===== src/rtl/triangle_monitor.sv =====
// Locks onto a 0..TOP,TOP..0,0 bounce-counter stream and flags deviations; all outputs registered, one cycle after the consuming edge.
// No backpressure (sample taken only when sample_valid); define TRIANGLE_MONITOR_PERIOD_EN to enable valley-to-valley period measurement.
module triangle_monitor #(
  parameter int WIDTH = 4
) (
  input  logic             clock,
  input  logic             reset,
  input  logic [WIDTH-1:0] sample,
  input  logic             sample_valid,
  output logic             locked,
  output logic             direction,
  output logic             peak,
  output logic             valley,
  output logic             mismatch,
  output logic [7:0]       err_count,
  output logic [WIDTH+1:0] period
);

  localparam logic [WIDTH-1:0] TOP  = {WIDTH{1'b1}};
  localparam logic [WIDTH-1:0] ZERO = '0;
  localparam logic [WIDTH-1:0] ONE  = WIDTH'(1);

  typedef enum logic [2:0] {
    ACQ0     = 3'd0,
    ACQ1     = 3'd1,
    UP       = 3'd2,
    TOP_HOLD = 3'd3,
    DOWN     = 3'd4,
    BOT_HOLD = 3'd5
  } state_t;

  state_t           state, state_nxt;
  logic [WIDTH-1:0] prev;
  logic [WIDTH-1:0] expected;
  logic             match;
  logic             in_lock;
  logic             locked_nxt, direction_nxt;
  logic             peak_nxt, valley_nxt, mismatch_nxt;

  assign in_lock = (state == UP) || (state == TOP_HOLD) ||
                   (state == DOWN) || (state == BOT_HOLD);

  always_ff @(posedge clock) begin
    if (reset) begin
      state <= ACQ0;
    end else begin
      state <= state_nxt;
    end
  end

  // Endpoint samples go straight to the hold states, so UP never sees prev==TOP and DOWN never sees prev==0.
  always_comb begin
    state_nxt = state;
    expected  = prev;
    case (state)
      UP:       expected = prev + ONE;
      TOP_HOLD: expected = TOP;
      DOWN:     expected = prev - ONE;
      BOT_HOLD: expected = ZERO;
      default:  expected = prev;
    endcase
    match = (sample == expected);
    if (sample_valid) begin
      case (state)
        ACQ0: state_nxt = ACQ1;
        ACQ1: begin
          if ((prev != TOP) && (sample == prev + ONE)) begin
            state_nxt = (sample == TOP) ? TOP_HOLD : UP;
          end else if ((prev != ZERO) && (sample == prev - ONE)) begin
            state_nxt = (sample == ZERO) ? BOT_HOLD : DOWN;
          end else if ((sample == prev) && (prev == TOP)) begin
            state_nxt = DOWN;
          end else if ((sample == prev) && (prev == ZERO)) begin
            state_nxt = UP;
          end else begin
            state_nxt = ACQ1;
          end
        end
        UP: begin
          if (!match)              state_nxt = ACQ1;
          else if (sample == TOP)  state_nxt = TOP_HOLD;
          else                     state_nxt = UP;
        end
        TOP_HOLD: state_nxt = match ? DOWN : ACQ1;
        DOWN: begin
          if (!match)              state_nxt = ACQ1;
          else if (sample == ZERO) state_nxt = BOT_HOLD;
          else                     state_nxt = DOWN;
        end
        BOT_HOLD: state_nxt = match ? UP : ACQ1;
        default:  state_nxt = ACQ0;
      endcase
    end
  end

  always_comb begin
    locked_nxt    = (state_nxt == UP) || (state_nxt == TOP_HOLD) ||
                    (state_nxt == DOWN) || (state_nxt == BOT_HOLD);
    direction_nxt = (state_nxt == TOP_HOLD) || (state_nxt == DOWN);
    peak_nxt      = sample_valid && (state == TOP_HOLD) && match;
    valley_nxt    = sample_valid && (state == BOT_HOLD) && match;
    mismatch_nxt  = sample_valid && in_lock && !match;
  end

  always_ff @(posedge clock) begin
    if (reset) begin
      prev      <= '0;
      locked    <= 1'b0;
      direction <= 1'b0;
      peak      <= 1'b0;
      valley    <= 1'b0;
      mismatch  <= 1'b0;
      err_count <= 8'd0;
    end else begin
      locked    <= locked_nxt;
      direction <= direction_nxt;
      peak      <= peak_nxt;
      valley    <= valley_nxt;
      mismatch  <= mismatch_nxt;
      if (sample_valid) begin
        prev <= sample;
      end
      if (mismatch_nxt && (err_count != 8'hFF)) begin
        err_count <= err_count + 8'd1;
      end
    end
  end

`ifdef TRIANGLE_MONITOR_PERIOD_EN
  logic [WIDTH+1:0] per_cnt;
  logic [WIDTH+1:0] period_q;
  logic             seen_valley;

  // The first valley after locking only arms the measurement; later valleys publish count+1.
  always_ff @(posedge clock) begin
    if (reset) begin
      per_cnt     <= '0;
      period_q    <= '0;
      seen_valley <= 1'b0;
    end else if (sample_valid) begin
      if (mismatch_nxt) begin
        per_cnt     <= '0;
        seen_valley <= 1'b0;
      end else if (in_lock) begin
        if (valley_nxt) begin
          if (seen_valley) begin
            period_q <= per_cnt + 1'b1;
          end
          per_cnt     <= '0;
          seen_valley <= 1'b1;
        end else begin
          per_cnt <= per_cnt + 1'b1;
        end
      end
    end
  end

  assign period = period_q;
`else
  assign period = '0;
`endif

endmodule


===== config.mk =====
export PLATFORM = sky130hd
export DESIGN_NAME = triangle_monitor
export DESIGN_NICKNAME = d
export VERILOG_FILES = /design/src/rtl/triangle_monitor.sv
export SDC_FILE = /design/constraint.sdc
export NUM_CORES = 1
export LEC_CHECK = 0
export CAP_MARGIN = 10
export CORE_ASPECT_RATIO = 0.7
export CORE_MARGIN = 4
export CORE_UTILIZATION = 30
export DETAILED_ROUTE_END_ITERATION = 16
export REMOVE_ABC_BUFFERS = 1
export SYNTH_ARGS = -nofsm -noshare
export SYNTH_HDL_FRONTEND = slang
export SYNTH_SLANG_ARGS = --single-unit

===== constraint.sdc =====
create_clock -name clock -period 5.05 [get_ports clock]
set_clock_uncertainty 0.1 [all_clocks]
set_input_delay 0.505 -clock clock [delete_from_list [all_inputs] [get_ports clock]]
set_output_delay 0.505 -clock clock [all_outputs]
set_load 0.05 [all_outputs]

== Word level (Yosys, flattened, before mapping) ==
Index checks and enable logic that the tools add are counted.

* Bits in registers: 20

* Reduce and logical (&&, ||, !) cells: 23
* Equality and inequality tests: 17
* $add $sub $neg: 3
* Multiplexer cells: 13

{| class="wikitable"
|+ Operator list
! cell !! number
|-
| two-way mux 3 bit || 6
|-
| one-hot mux 3 bit (6 select lines) || 1
|-
| == test 4 bit || 4
|-
| one-hot mux 4 bit (4 select lines) || 1
|-
| == test 3 x 2 -> 1 bit, second input constant || 4
|-
| == test 3 bit, second input constant || 4
|-
| logical AND 1 bit || 11
|-
| adder 8 x 1 -> 8 bit, second input constant || 1
|-
| == test 4 bit, second input constant || 2
|-
| logical NOT 4 bit || 2
|-
| != test 8 bit, second input constant || 1
|-
| logical OR 1 bit || 7
|-
| two-way mux 2 bit || 3
|-
| adder 4 x 1 -> 4 bit, second input constant || 1
|-
| != test 4 bit, second input constant || 1
|-
| nonzero test 4 bit || 1
|-
| subtractor 4 x 1 -> 4 bit, second input constant || 1
|-
| == test 3 x 1 -> 1 bit, second input constant || 1
|-
| logical NOT 3 bit || 1
|-
| two-way mux 1 bit || 2
|-
| logical NOT 1 bit || 1
|}

== Logic depth before layout (Yosys ltp) ==
* Word-level depth: 12
* Gate-level depth with buffers: 11

== Least setup slack after synthesis ==
No wires, ideal clock.

* Kind: register -> register
* From: reg prev[0]
* To: reg direction
* Data required time: 4834 ps
* Stages on the path, launching flop included: 11
* Setup slack: 2406 ps
* Path buffers: 0
* Data arrival time: 2429 ps
* Setup time: 116 ps
* Cell sequence: dfxtp_1 inv_1 ha_1 nor2_1 mux2i_1 xnor2_1 a221oi_1 o2111ai_2 a211oi_1 nor4_1 a31o_1

* Cells in the longest elaborated chain, start to end: 10
* Elaborated cells on any way between the ends: 28

{| class="wikitable"
|+ RTL lines
! what !! RTL line !! text
|-
| from (decl) || 33 || <nowiki>logic [WIDTH-1:0] prev;</nowiki>
|-
| from (signal assigned) || 121 || <nowiki>prev <= sample;</nowiki>
|-
| branches (longest 6 deep; another with subtractor 4 x 1 -> 4 bit) || -- ||
|-
| one-hot mux 3 bit (6 select lines) (*) || 64 || <nowiki>case (state)</nowiki>
|-
| two-way mux 3 bit (*) || 63 || <nowiki>if (sample_valid) begin</nowiki>
|-
| == test 3 x 2 -> 1 bit or == test 3 bit (tied branches) || 99 || <nowiki>direction_nxt = (state_nxt == TOP_HOLD) || (state_nxt == DOWN);</nowiki>
|-
| logical OR 1 bit (*) || 99 ||
|-
| to (signal assigned) || 116 || <nowiki>direction <= direction_nxt;</nowiki>
|-
| to (decl) || 11 || <nowiki>output logic direction,</nowiki>
|}

Every way passes the cells marked *.
A chain may end at the register's enable or synchronous reset.

== Worst setup path in the final report ==
Ends and elaborated chain as after synthesis.

==> flow_summary.toml <==
[pwr]
p_switching_uw = 121
p_leak_nw = 0.603
p_per_area_nw_per_um2 = 214
cell_internal_pwr_uw = 254
p_sw_share_pct = 32.2
clkPwrFrac_pct = 27.3
ir_worst_vdd_v = 0.0000927
seq_power_share_pct = 46.4
combPwrFrac_pct = 26.2

[min_path]
whs_path_depth = 2
hold_path.class = "flip-flop to flip-flop"

[timing]
hold_viol_final = 0
setup_slack_ps = 2050
fin_tns_setup_ps = 0
max_clock_freq_mhz = 334
period_minus_slack_ps = 3000
finalCritPeriodShare_pct = 59.3
final_max_slew_viol_count = 0
finalSetupViolCount = 0
rsz0062_at_grt = "no"
slew_headroom_pct = 52.8
worst_pin_slew_ps = 705

[floorplanning]
coreArea_um2 = 4830
rows = 21
fp.dieW_um = 92.9
die_area_um2 = 6270
pin_count = 26
die_y_um = 67.4
initial_core_util_pct = 31.3

[synthesis]
yosysMostFrequentCell = "nor2_1"
ys_ff_latch = 20
synth_area_um2 = 1510
netlist_top_cells_count = "nor2_1, dfxtp_1, inv_1"
synth_seq_area_share_pct = 26.4
synth_area_leaders = "dfxtp_1, nor2_1, xnor2_1, ha_1, xor2_1"
synth_top_cell_by_area = "dfxtp_1"
synthFlopType = "dfxtp_1"
yosys_warnings = 0
synth_cell_types = 50
synth_edf_count = 0
synth_top_area_share_pct = 26.4
postSynthCellCount = 191
synth_area_per_cell_um2 = 7.93
async_flop_share_pct = 0

[cells_and_area]
diodes = 0
seq_area_um2 = 400
drive_gt1_share_pct = 5.53
nNetsFinal = 213
multiInputGateArea_um2 = 991
fillers = 526
finish.utilization_pct = 36.1
area_delta_synth_final_pct = 15.4

[clock_tree]
cts_tree = "built"
clockRootBuffer = "clkbuf_8"
cts_buffer_depth = 2
htreeDepth = 1
cts_setup_buffers = 0
ctsHoldBuffers = 0
cts.sinks = 20
cts_buffers = 3
clk_pin_slew_ps = 70
clock_latency_ps = 250
cts-resized-gates = 0

[placement]
place_congestion = 0.877
port_buffers = 19
place_ws_ps = 2010
hpwl_mm = 2.68

[global_route]
grt_max_degree = 20
grt_pass1_vias = 1197
antenna_found_initial = 0
grtUsageTotal_pct = 11.8
grt_pass1_wl_mm = 5.86
gr-total-overflow = 0

[route]
remaining_drc_errors = 0
drt_wl_total_mm = 3.53
wl_per_cell_um = 13.2
viasPerCell = 5.09
drt_pass1_iterations = 4
num_vias = 1363
antenna_left = 0
drt-initial-drc-count = 111

[worst_setup_path]
path_max_fanout = 9
path_class = "flip-flop to flip-flop"
startpoint_type = "flip-flop"
crit_arrival_ps = 3040
required_ps = 5100
ff2ff_path_depth = 10
r2r_setup_slack_ps = 2050
endpoint_kind = "flip-flop"

[status]
status = "completed"

[job]
max_cap_viol_count = 0
==> cell families after synthesis <==
| logic type | after synthesis | share of synthesized area, % |
|---|---|---|
| mux | 6 | 3.97 |
| flops | 20 | 26.4 |
| other cells | 1 | 0.248 |
| compound gates | 40 | 19.6 |
| simple gates | 74 | 27.0 |
| buf+inv | 29 | 9.34 |
| xor+xnor | 16 | 9.26 |
| fa+ha+maj | 5 | 4.13 |
==> path summary, 6_finish.rpt <==
kind	startpoint	end
setup / recovery	prev[0]	direction
hold / removal	err_count[5]	err_count[5]
setup reg to reg	prev[0]	direction
hold reg to reg	err_count[5]	err_count[5]
==> sequential cells by signal, indices dropped and copies added, names as in the netlist <==
signal and count:
err_count 8, prev 4, state 3, direction 1, locked 1, mismatch 1, peak 1, valley 1
==> cells in the final DEF, fill, tap and decap left out, drive strengths merged, types with 2 or more instances in the layout <==
cell / netlist / routed
nand4: 7 / 7
nor2: 24 / 24
nor4: 2 / 2
nand2b: 3 / 3
xnor2: 9 / 9
ha: 5 / 5
nor3b: 3 / 3
and3: 2 / 2
nor3: 2 / 2
or3: 3 / 3
a21o: 3 / 3
a21oi: 9 / 9
a221oi: 3 / 3
dfxtp: 20 / 20
inv: 10 / 10
conb: 1 / 6
nor2b: 4 / 4
xor2: 7 / 7
o21ai: 9 / 9
o32a: 2 / 2
clkdlybuf4s50: 0 / 19
o2111ai: 3 / 3
clkbuf: 7 / 3
a211oi: 2 / 2
nand3: 10 / 10
nand2: 8 / 8
mux2i: 6 / 6
==> cell type report <==
class                           count  area share, %
Clock buffer                        3           2.36
Inverter                           10           2.15
Multi-Input combinational cell    147           56.7
Sequential cell                    20           22.9
Tap cell                           69           4.94
Timing Repair Buffer               19           10.9
==> critical path: stages (launching register included) <==
cell and delay [ps]:
dfxtp_1 520, inv_1 110, ha_1 330, nor2_1 140, mux2i_1 230, xnor2_1 80, a221oi_1 290, o2111ai_2 320
a211oi_1 460, nor4_1 90, a31o_1 210
==> through the flow <==
step	power, mW	std cells	hold WS [ps]	area, um2
floorplan	0.245	177	448	1430
global placement	0.275	265	393	1710
detailed placement	0.274	265	400	1710
CTS	0.379	268	412	1750
global route	0.401	268	453	1750
finish	0.374	268	406	1750
==> per-layer routing <==
metal | vias to the layer above | track usage [%] | share of wire, %
met1 | 623 | 17.1 | 51
met2 | 47 | 16.0 | 41
met5 | - | 0 | 0
met4 | 0 | 3.29 | 0.85
met3 | 4 | 4.57 | 7.6
li1 | 689 | - | -
==> power groups by stage <==
stage          logic (mW)  registers [mW]  clock network [mW]
2_1_floorplan      0.0652           0.180                   0
3_3_place_gp       0.0979           0.177                   0
3_5_place_dp       0.0973           0.177                   0
4_1_cts            0.0976           0.173               0.108
5_1_grt             0.108           0.175               0.119
6_report           0.0981           0.174               0.102
No activity file was read; power rests on OpenSTA's default activity.
